### config.mk
export PLATFORM = sky130hd
export DESIGN_NAME = decode_stage
export DESIGN_NICKNAME = d
export VERILOG_FILES = /design/src/rtl/rv_pkg.sv /design/src/rtl/regfile.sv /design/src/rtl/decode_stage.sv
export SDC_FILE = /design/constraint.sdc
export NUM_CORES = 2
export LEC_CHECK = 0
export CAP_MARGIN = 25
export CORE_ASPECT_RATIO = 0.5
export CORE_MARGIN = 2
export CORE_UTILIZATION = 40
export CTS_BUF_LIST = sky130_fd_sc_hd__clkbuf_4
export DETAILED_ROUTE_END_ITERATION = 8
export GPL_ROUTABILITY_DRIVEN = 1
export GPL_TIMING_DRIVEN = 0
export SYNTH_ARGS = -nofsm -noshare
export SYNTH_HDL_FRONTEND = slang
export SYNTH_SLANG_ARGS = --single-unit
### constraint.sdc
create_clock -name clk -period 13.2 [get_ports clk]
set_input_delay 2.64 -clock clk [delete_from_list [all_inputs] [get_ports clk]]
set_output_delay 2.64 -clock clk [all_outputs]
set_load 0.02 [all_outputs]
### src/rtl/rv_pkg.sv
// rv_pkg: shared RV32I decode definitions.
// Contents:
//   - opcode constants for every RV32I major opcode that decode accepts
//   - fmt_e: instruction format classes (R/I/S/B/U/J, BAD for unknown opcodes)
//   - dec_state_e: warm-up state of the decode stage (COLD -> WARM -> RUN)
//   - get_fmt(): maps a 7-bit opcode to its format class
package rv_pkg;

  localparam logic [6:0] OP_OP     = 7'b0110011;
  localparam logic [6:0] OP_IMM    = 7'b0010011;
  localparam logic [6:0] OP_LOAD   = 7'b0000011;
  localparam logic [6:0] OP_JALR   = 7'b1100111;
  localparam logic [6:0] OP_STORE  = 7'b0100011;
  localparam logic [6:0] OP_BRANCH = 7'b1100011;
  localparam logic [6:0] OP_LUI    = 7'b0110111;
  localparam logic [6:0] OP_AUIPC  = 7'b0010111;
  localparam logic [6:0] OP_JAL    = 7'b1101111;

  typedef enum logic [2:0] {
    FMT_R,
    FMT_I,
    FMT_S,
    FMT_B,
    FMT_U,
    FMT_J,
    FMT_BAD
  } fmt_e;

  typedef enum logic [1:0] {
    COLD,
    WARM,
    RUN
  } dec_state_e;

  function automatic fmt_e get_fmt(input logic [6:0] op);
    fmt_e f;
    case (op)
      OP_OP:                    f = FMT_R;
      OP_IMM, OP_LOAD, OP_JALR: f = FMT_I;
      OP_STORE:                 f = FMT_S;
      OP_BRANCH:                f = FMT_B;
      OP_LUI, OP_AUIPC:         f = FMT_U;
      OP_JAL:                   f = FMT_J;
      default:                  f = FMT_BAD;
    endcase
    return f;
  endfunction

endpackage

### src/rtl/regfile.sv
// regfile: 32 x 32-bit architectural register file.
// Ports:
//   clk, rst            rising-edge clock, synchronous active-high reset
//   rs1_idx, rs2_idx    read indices (combinational read ports)
//   rs1_data, rs2_data  read data; x0 always reads 0
//   wr_en, wr_idx,      single write port; writes to x0 are dropped
//   wr_data
// A read of the register being written in the same cycle returns wr_data
// (write-through), so a writeback is never lost to a concurrent decode.
module regfile (
  input  logic        clk,
  input  logic        rst,
  input  logic [4:0]  rs1_idx,
  input  logic [4:0]  rs2_idx,
  output logic [31:0] rs1_data,
  output logic [31:0] rs2_data,
  input  logic        wr_en,
  input  logic [4:0]  wr_idx,
  input  logic [31:0] wr_data
);

  // x0 has no storage; entries 1..31 only.
  logic [31:0] regs [1:31];

  // NOTE: the array is cleared on reset because the pipeline relies on
  // architectural registers reading 0 after reset; this forces flop-based
  // storage rather than a RAM macro, which is acceptable at 31 entries.
  always_ff @(posedge clk) begin
    if (rst) begin
      for (int i = 1; i < 32; i++) begin
        // NOTE: sequential state is always assigned with <= so every flop
        // samples pre-edge values regardless of statement order.
        regs[i] <= '0;
      end
    end else if (wr_en && (wr_idx != 5'd0)) begin
      regs[wr_idx] <= wr_data;
    end
  end

  function automatic logic [31:0] read_port(input logic [4:0] idx);
    logic [31:0] v;
    if (idx == 5'd0) begin
      v = '0;
    end else if (wr_en && (wr_idx == idx)) begin
      v = wr_data;
    end else begin
      v = regs[idx];
    end
    return v;
  endfunction

  assign rs1_data = read_port(rs1_idx);
  assign rs2_data = read_port(rs2_idx);

endmodule

### src/rtl/decode_stage.sv
// decode_stage: second pipeline stage of the flat RV32I core.
// Decodes the fetch pair (PC_in, IR_in), reads the register file, detects
// load-use hazards and registers a decoded bundle for EX.
// Ports:
//   clk, rst              clock and synchronous active-high reset
//   PC_in, IR_in          registered PC/instruction from fetch
//   COMP_alu              taken branch/jump in EX: squash the decode slot
//   WB_en/WB_rd/WB_data   register-file write port from writeback
//   PC_prev               to fetch: PC_in, or PC_in-4 to replay on a stall
//   stall                 combinational load-use stall
//   valid_ex ... illegal  registered EX bundle (valid_ex=0 marks a bubble)
// Optional build macro DECODE_PERF_EN adds stall_cnt / flush_cnt counters.
module decode_stage
  import rv_pkg::*;
(
  input  logic        clk,
  input  logic        rst,
  input  logic [31:0] PC_in,
  input  logic [31:0] IR_in,
  input  logic        COMP_alu,
  input  logic        WB_en,
  input  logic [4:0]  WB_rd,
  input  logic [31:0] WB_data,
  output logic [31:0] PC_prev,
  output logic        stall,
  output logic        valid_ex,
  output logic [31:0] PC_ex,
  output logic [31:0] rs1_val,
  output logic [31:0] rs2_val,
  output logic [31:0] imm,
  output logic [4:0]  rd_ex,
  output logic [2:0]  funct3,
  output logic        funct7b5,
  output logic [6:0]  opcode,
  output logic        is_load,
  output logic        is_store,
  output logic        is_branch,
  output logic        is_jal,
  output logic        is_jalr,
  output logic        wr_en_ex,
  output logic        illegal
`ifdef DECODE_PERF_EN
  ,
  output logic [31:0] stall_cnt,
  output logic [31:0] flush_cnt
`endif
);

  // Instruction fields.
  logic [6:0] op_d;
  logic [4:0] rs1_idx;
  logic [4:0] rs2_idx;
  logic [4:0] rd_idx;
  assign op_d    = IR_in[6:0];
  assign rs1_idx = IR_in[19:15];
  assign rs2_idx = IR_in[24:20];
  assign rd_idx  = IR_in[11:7];

  logic [31:0] rs1_rd;
  logic [31:0] rs2_rd;

  regfile u_regfile (
    .clk      (clk),
    .rst      (rst),
    .rs1_idx  (rs1_idx),
    .rs2_idx  (rs2_idx),
    .rs1_data (rs1_rd),
    .rs2_data (rs2_rd),
    .wr_en    (WB_en),
    .wr_idx   (WB_rd),
    .wr_data  (WB_data)
  );

  // Warm-up FSM: one cycle each in COLD and WARM so fetch's first
  // registered instruction is in place before decode issues anything.
  dec_state_e state_q;
  dec_state_e state_d;

  always_comb begin
    state_d = state_q;
    case (state_q)
      COLD:    state_d = WARM;
      WARM:    state_d = RUN;
      RUN:     state_d = RUN;
      default: state_d = COLD;
    endcase
  end

  always_ff @(posedge clk) begin
    if (rst) begin
      state_q <= COLD;
    end else begin
      state_q <= state_d;
    end
  end

  // Combinational decode, immediate generation and hazard detection.
  fmt_e        fmt;
  logic        use_rs1;
  logic        use_rs2;
  logic        hazard;
  logic        bubble;
  logic        wr_d;
  logic [31:0] imm_d;

  always_comb begin
    // NOTE: every signal gets a default before the case so no path leaves
    // it unassigned, which would otherwise infer a latch.
    fmt     = get_fmt(op_d);
    use_rs1 = fmt inside {FMT_R, FMT_I, FMT_S, FMT_B};
    use_rs2 = fmt inside {FMT_R, FMT_S, FMT_B};
    wr_d    = (fmt inside {FMT_R, FMT_I, FMT_U, FMT_J}) && (rd_idx != 5'd0);
    imm_d   = '0;
    case (fmt)
      FMT_I: imm_d = {{20{IR_in[31]}}, IR_in[31:20]};
      FMT_S: imm_d = {{20{IR_in[31]}}, IR_in[31:25], IR_in[11:7]};
      FMT_B: imm_d = {{19{IR_in[31]}}, IR_in[31], IR_in[7], IR_in[30:25],
                      IR_in[11:8], 1'b0};
      FMT_U: imm_d = {IR_in[31:12], 12'b0};
      FMT_J: imm_d = {{11{IR_in[31]}}, IR_in[31], IR_in[19:12], IR_in[20],
                      IR_in[30:21], 1'b0};
      default: imm_d = '0;
    endcase

    // Only a real load in EX can hazard; bubbles carry is_load = 0.
    hazard = valid_ex && is_load && (rd_ex != 5'd0) &&
             ((use_rs1 && (rs1_idx == rd_ex)) ||
              (use_rs2 && (rs2_idx == rd_ex)));
    // A flush discards IR_in anyway, so it overrides the stall.
    stall   = (state_q == RUN) && hazard && !COMP_alu;
    PC_prev = stall ? (PC_in - 32'd4) : PC_in;
    bubble  = (state_q != RUN) || COMP_alu || stall;
  end

  // EX bundle register.
  always_ff @(posedge clk) begin
    if (rst) begin
      valid_ex  <= 1'b0;
      PC_ex     <= '0;
      rs1_val   <= '0;
      rs2_val   <= '0;
      imm       <= '0;
      rd_ex     <= '0;
      funct3    <= '0;
      funct7b5  <= 1'b0;
      opcode    <= '0;
      is_load   <= 1'b0;
      is_store  <= 1'b0;
      is_branch <= 1'b0;
      is_jal    <= 1'b0;
      is_jalr   <= 1'b0;
      wr_en_ex  <= 1'b0;
      illegal   <= 1'b0;
    end else if (bubble || (fmt == FMT_BAD)) begin
      // Bubbles and illegal instructions never issue; data fields hold.
      valid_ex  <= 1'b0;
      is_load   <= 1'b0;
      is_store  <= 1'b0;
      is_branch <= 1'b0;
      is_jal    <= 1'b0;
      is_jalr   <= 1'b0;
      wr_en_ex  <= 1'b0;
      illegal   <= !bubble;
      if (!bubble) begin
        PC_ex <= PC_in;
      end
    end else begin
      valid_ex  <= 1'b1;
      PC_ex     <= PC_in;
      rs1_val   <= rs1_rd;
      rs2_val   <= rs2_rd;
      imm       <= imm_d;
      rd_ex     <= rd_idx;
      funct3    <= IR_in[14:12];
      funct7b5  <= IR_in[30];
      opcode    <= op_d;
      is_load   <= (op_d == OP_LOAD);
      is_store  <= (op_d == OP_STORE);
      is_branch <= (op_d == OP_BRANCH);
      is_jal    <= (op_d == OP_JAL);
      is_jalr   <= (op_d == OP_JALR);
      wr_en_ex  <= wr_d;
      illegal   <= 1'b0;
    end
  end

`ifdef DECODE_PERF_EN
  // Free-running event counters; wrap modulo 2^32.
  always_ff @(posedge clk) begin
    if (rst) begin
      stall_cnt <= '0;
      flush_cnt <= '0;
    end else begin
      if (stall) begin
        stall_cnt <= stall_cnt + 32'd1;
      end
      if (COMP_alu && (state_q == RUN)) begin
        flush_cnt <= flush_cnt + 32'd1;
      end
    end
  end
`endif

endmodule

==> results.py <==
metrics = {
    "outcome": {
        "failed_checks": "max-slew violations",
        "status": "finished with violations",
    },
    "routing": {
        "wl_per_cell_um": 41.3,
        "drt_iter0_drc": 9131,
        "drtPass1Iterations": 8,
        "totalWireLength_mm": 316,
        "viasPerCell": 6.60,
        "ant_nets": 0,
        "drcViolationCount": 0,
        "vias": 50538,
    },
    "setup_path": {
        "critical_path.startpoint_type": "input port",
        "crit_type": "input port to output pin",
        "cp-end-kind": "output pin",
        "required_ns": 10.56,
        "arrival_ns": 7.70,
        "critPathMaxFanout": 10,
    },
    "timing": {
        "setup_viol": 0,
        "fmax_ghz": 0.0967,
        "fin_crit_ns": 10.34,
        "fin_crit_sh": 0.784,
        "rsz0062_at_grt": "false",
        "hold_viol_final": 0,
        "slew_headroom": -0.137,
        "setup_tns_ns": 0,
        "fin_ws_ns": 2.86,
        "tightest_slew_ns": 1.71,
        "maxSlewViolCount": 19,
        "clock_skew_ns": 0.112,
        "whs_ns": 0.459,
    },
    "pwr": {
        "peakVddDrop_v": 0.0000518,
        "p_leak_nw": 26.0,
        "p_per_area_nw_per_um2": 123,
    },
    "clock_tree": {
        "postCtsResizedCells": 0,
        "cts_hold_buffers": 0,
        "h-tree-depth": 5,
        "post_cts_buffers": 0,
        "clock_latency_ns": 1.19,
        "cts-root-buf": "clkbuf_4",
        "clockBufferDepth": 4,
        "cts.sink_count": 1178,
        "path_clk_slew_ns": 0.06,
        "cts_tree": "yes",
        "numCtsBuffers": 303,
    },
    "yosys": {
        "synth_edf_count": 1024,
        "ys_warn_count": 0,
        "synth_cell_types": 80,
        "synth-main-ff-cell": "edfxtp_1",
        "synth-seq-area-share": 0.547,
        "synth.ff_latch_count": 1178,
        "synth_cells": 4593,
        "synth_area_um2": 61800,
        "syn_area_per_cell_um2": 13.5,
        "async_flop_share": 0,
    },
    "final_layout": {
        "final_net_count": 5448,
        "final_area_um2": 73600,
        "layout-drive-gt1-share": 0.215,
        "post-route-util": 0.483,
        "syn2layout_area_growth_pct": 19.1,
        "final_cell_mix": "edfxtp_1 (1024), and2_1 (993), clkbuf_4 (445), mux2i_1 (373), mux4_2 (335)",
        "final_common_cell": "edfxtp_1",
    },
    "global_route": {
        "grt_usage": 0.391,
        "grt_pass1_vias": 47176,
        "grt_pass1_wl_mm": 412,
        "grt_remaining_overflow": 0,
        "antenna_found_initial": 47,
        "grt_max_degree": 22,
    },
    "floorplan": {
        "die_y_um": 282,
        "initial_core_util": 0.405,
        "die_area_um2": 158000,
        "io_pins": 290,
        "dieWidth_um": 560,
        "coreArea_um2": 153000,
        "rows": 101,
    },
    "place": {
        "portBuffers": 278,
        "dpl-instance-area_um2": 69500,
        "dp_hpwl_mm": 236,
        "preCtsSetupSlack_ns": 2.96,
        "gp_congestion": 1.04,
    },
    "min_path": {
        "min_path_type": "register to register",
    },
    "run": {
        "maxCapViolations": 0,
    },
}
[cell type report]
| class | count | area (um^2) |
|---|---|---|
| Clock buffer | 441 | 3310 |
| Timing Repair Buffer | 410 | 4850 |
| Inverter | 9 | 33.8 |
| Antenna cell | 45 | 113 |
| Sequential cell | 1178 | 33800 |
| Tap cell | 2060 | 2580 |
| Buffer | 480 | 1980 |
| Multi-Input combinational cell | 2957 | 26500 |
| Clock inverter | 72 | 442 |
| Fill cell | 13648 | 78900 |
[critical path, stage by stage]
cell	delay, ns
clkdlybuf4s50_1	0.45
clkbuf_1	0.24
nand3b_1	0.30
nor3_1	0.47
inv_1	0.12
ha_1	0.21
clkbuf_1	0.21
a31oi_1	0.60
nand3_2	0.20
a21oi_1	0.46
buf_2	0.37
buf_1	0.42
nor3_1	0.14
xor2_1	0.21
clkdlybuf4s50_1	0.64
[worst paths after layout]
path / startpoint / endpoint / slack, ns / depth (start not counted)
worst max register to register: rd_ex[1]$_SDFFE_PP0N_ / rs2_val[28]$_SDFFE_PP0N_ / 8.89 / 8
worst max-delay path: IR_in[3] / PC_prev[24] / 2.86 / 15
worst min register to register: PC_ex[4]$_SDFFE_PP0P_ / PC_ex[4]$_SDFFE_PP0P_ / 0.46 / 2
worst min-delay path: PC_ex[4]$_SDFFE_PP0P_ / PC_ex[4]$_SDFFE_PP0P_ / 0.46 / 2
[through the flow]
step	power, mW	instances
CTS	8.91	7588
detailed placement	5.70	7075
finish	9.06	7652
floorplan	5.00	4624
global route	9.20	7625
global placement	5.63	6962
[synth_stat cells (all sizes together), types with 5 or more instances]
cell type	instances	share of area
a2111oi	8	0.0014
a211oi	76	0.0094
a21o	33	0.0040
a21oi	44	0.0038
a221o	32	0.0052
a221oi	41	0.0058
a22o	26	0.0037
a22oi	71	0.0086
a32o	14	0.0023
a32oi	18	0.0026
and2	994	0.10
and3	18	0.0018
and3b	5	0.00071
buf	147	0.012
clkbuf	333	0.020
dfxtp	154	0.050
edfxtp	1024	0.50
inv	8	0.00049
mux2	85	0.015
mux2i	373	0.060
mux4	335	0.12
nand2	176	0.011
nand2b	8	0.00081
nand3	19	0.0016
nand3b	9	0.0011
nand4	14	0.0014
nor2	83	0.0050
nor2b	30	0.0030
nor3	49	0.0040
nor4	17	0.0017
o211ai	17	0.0021
o21ai	54	0.0044
o221ai	32	0.0045
o22a	7	0.00099
o22ai	55	0.0056
o2bb2ai	45	0.0064
o31ai	14	0.0017
or3	13	0.0013
or3b	7	0.00099
or4	12	0.0015
xnor2	9	0.0013
xor2	40	0.0057
[registers in the layout, indices dropped and copies added (netlist names), 2 cells and up]
signal,count
rd_ex,5
rs1_val,32
PC_ex,32
state_q,2
rs2_val,32
imm,32
opcode,7
funct3,3
u_regfile.regs,1024
[cell families (layout without fill, tap and decap cells)]
| logic type | Yosys count | after routing | synth area share |
|---|---|---|---|
| buffers and inverters | 489 | 1412 | 0.0325 |
| XOR/XNOR | 49 | 49 | 0.00695 |
| flip-flops | 1178 | 1178 | 0.547 |
| adder cells (fa/ha/maj) | 4 | 4 | 0.000810 |
| AO/OA/AOI/OAI | 607 | 607 | 0.0751 |
| multiplexers | 793 | 793 | 0.198 |
| other | 1 | 77 | 0.0000607 |
| AND/OR/NAND/NOR | 1472 | 1472 | 0.139 |
[report_power, final]
part / internal [mW] / switching, mW
combinational: 0.470 / 0.922
clock: 1.64 / 1.69
sequential: 4.23 / 0.104
total: 6.34 / 2.72
[metal layers]
layer	routed length, um	global-route usage
met1	120000	0.507
met2	125000	0.532
met3	58000	0.231
met4	12700	0.139
met5	550	0.0179
Note: power is estimated with default switching activity, not from simulation.
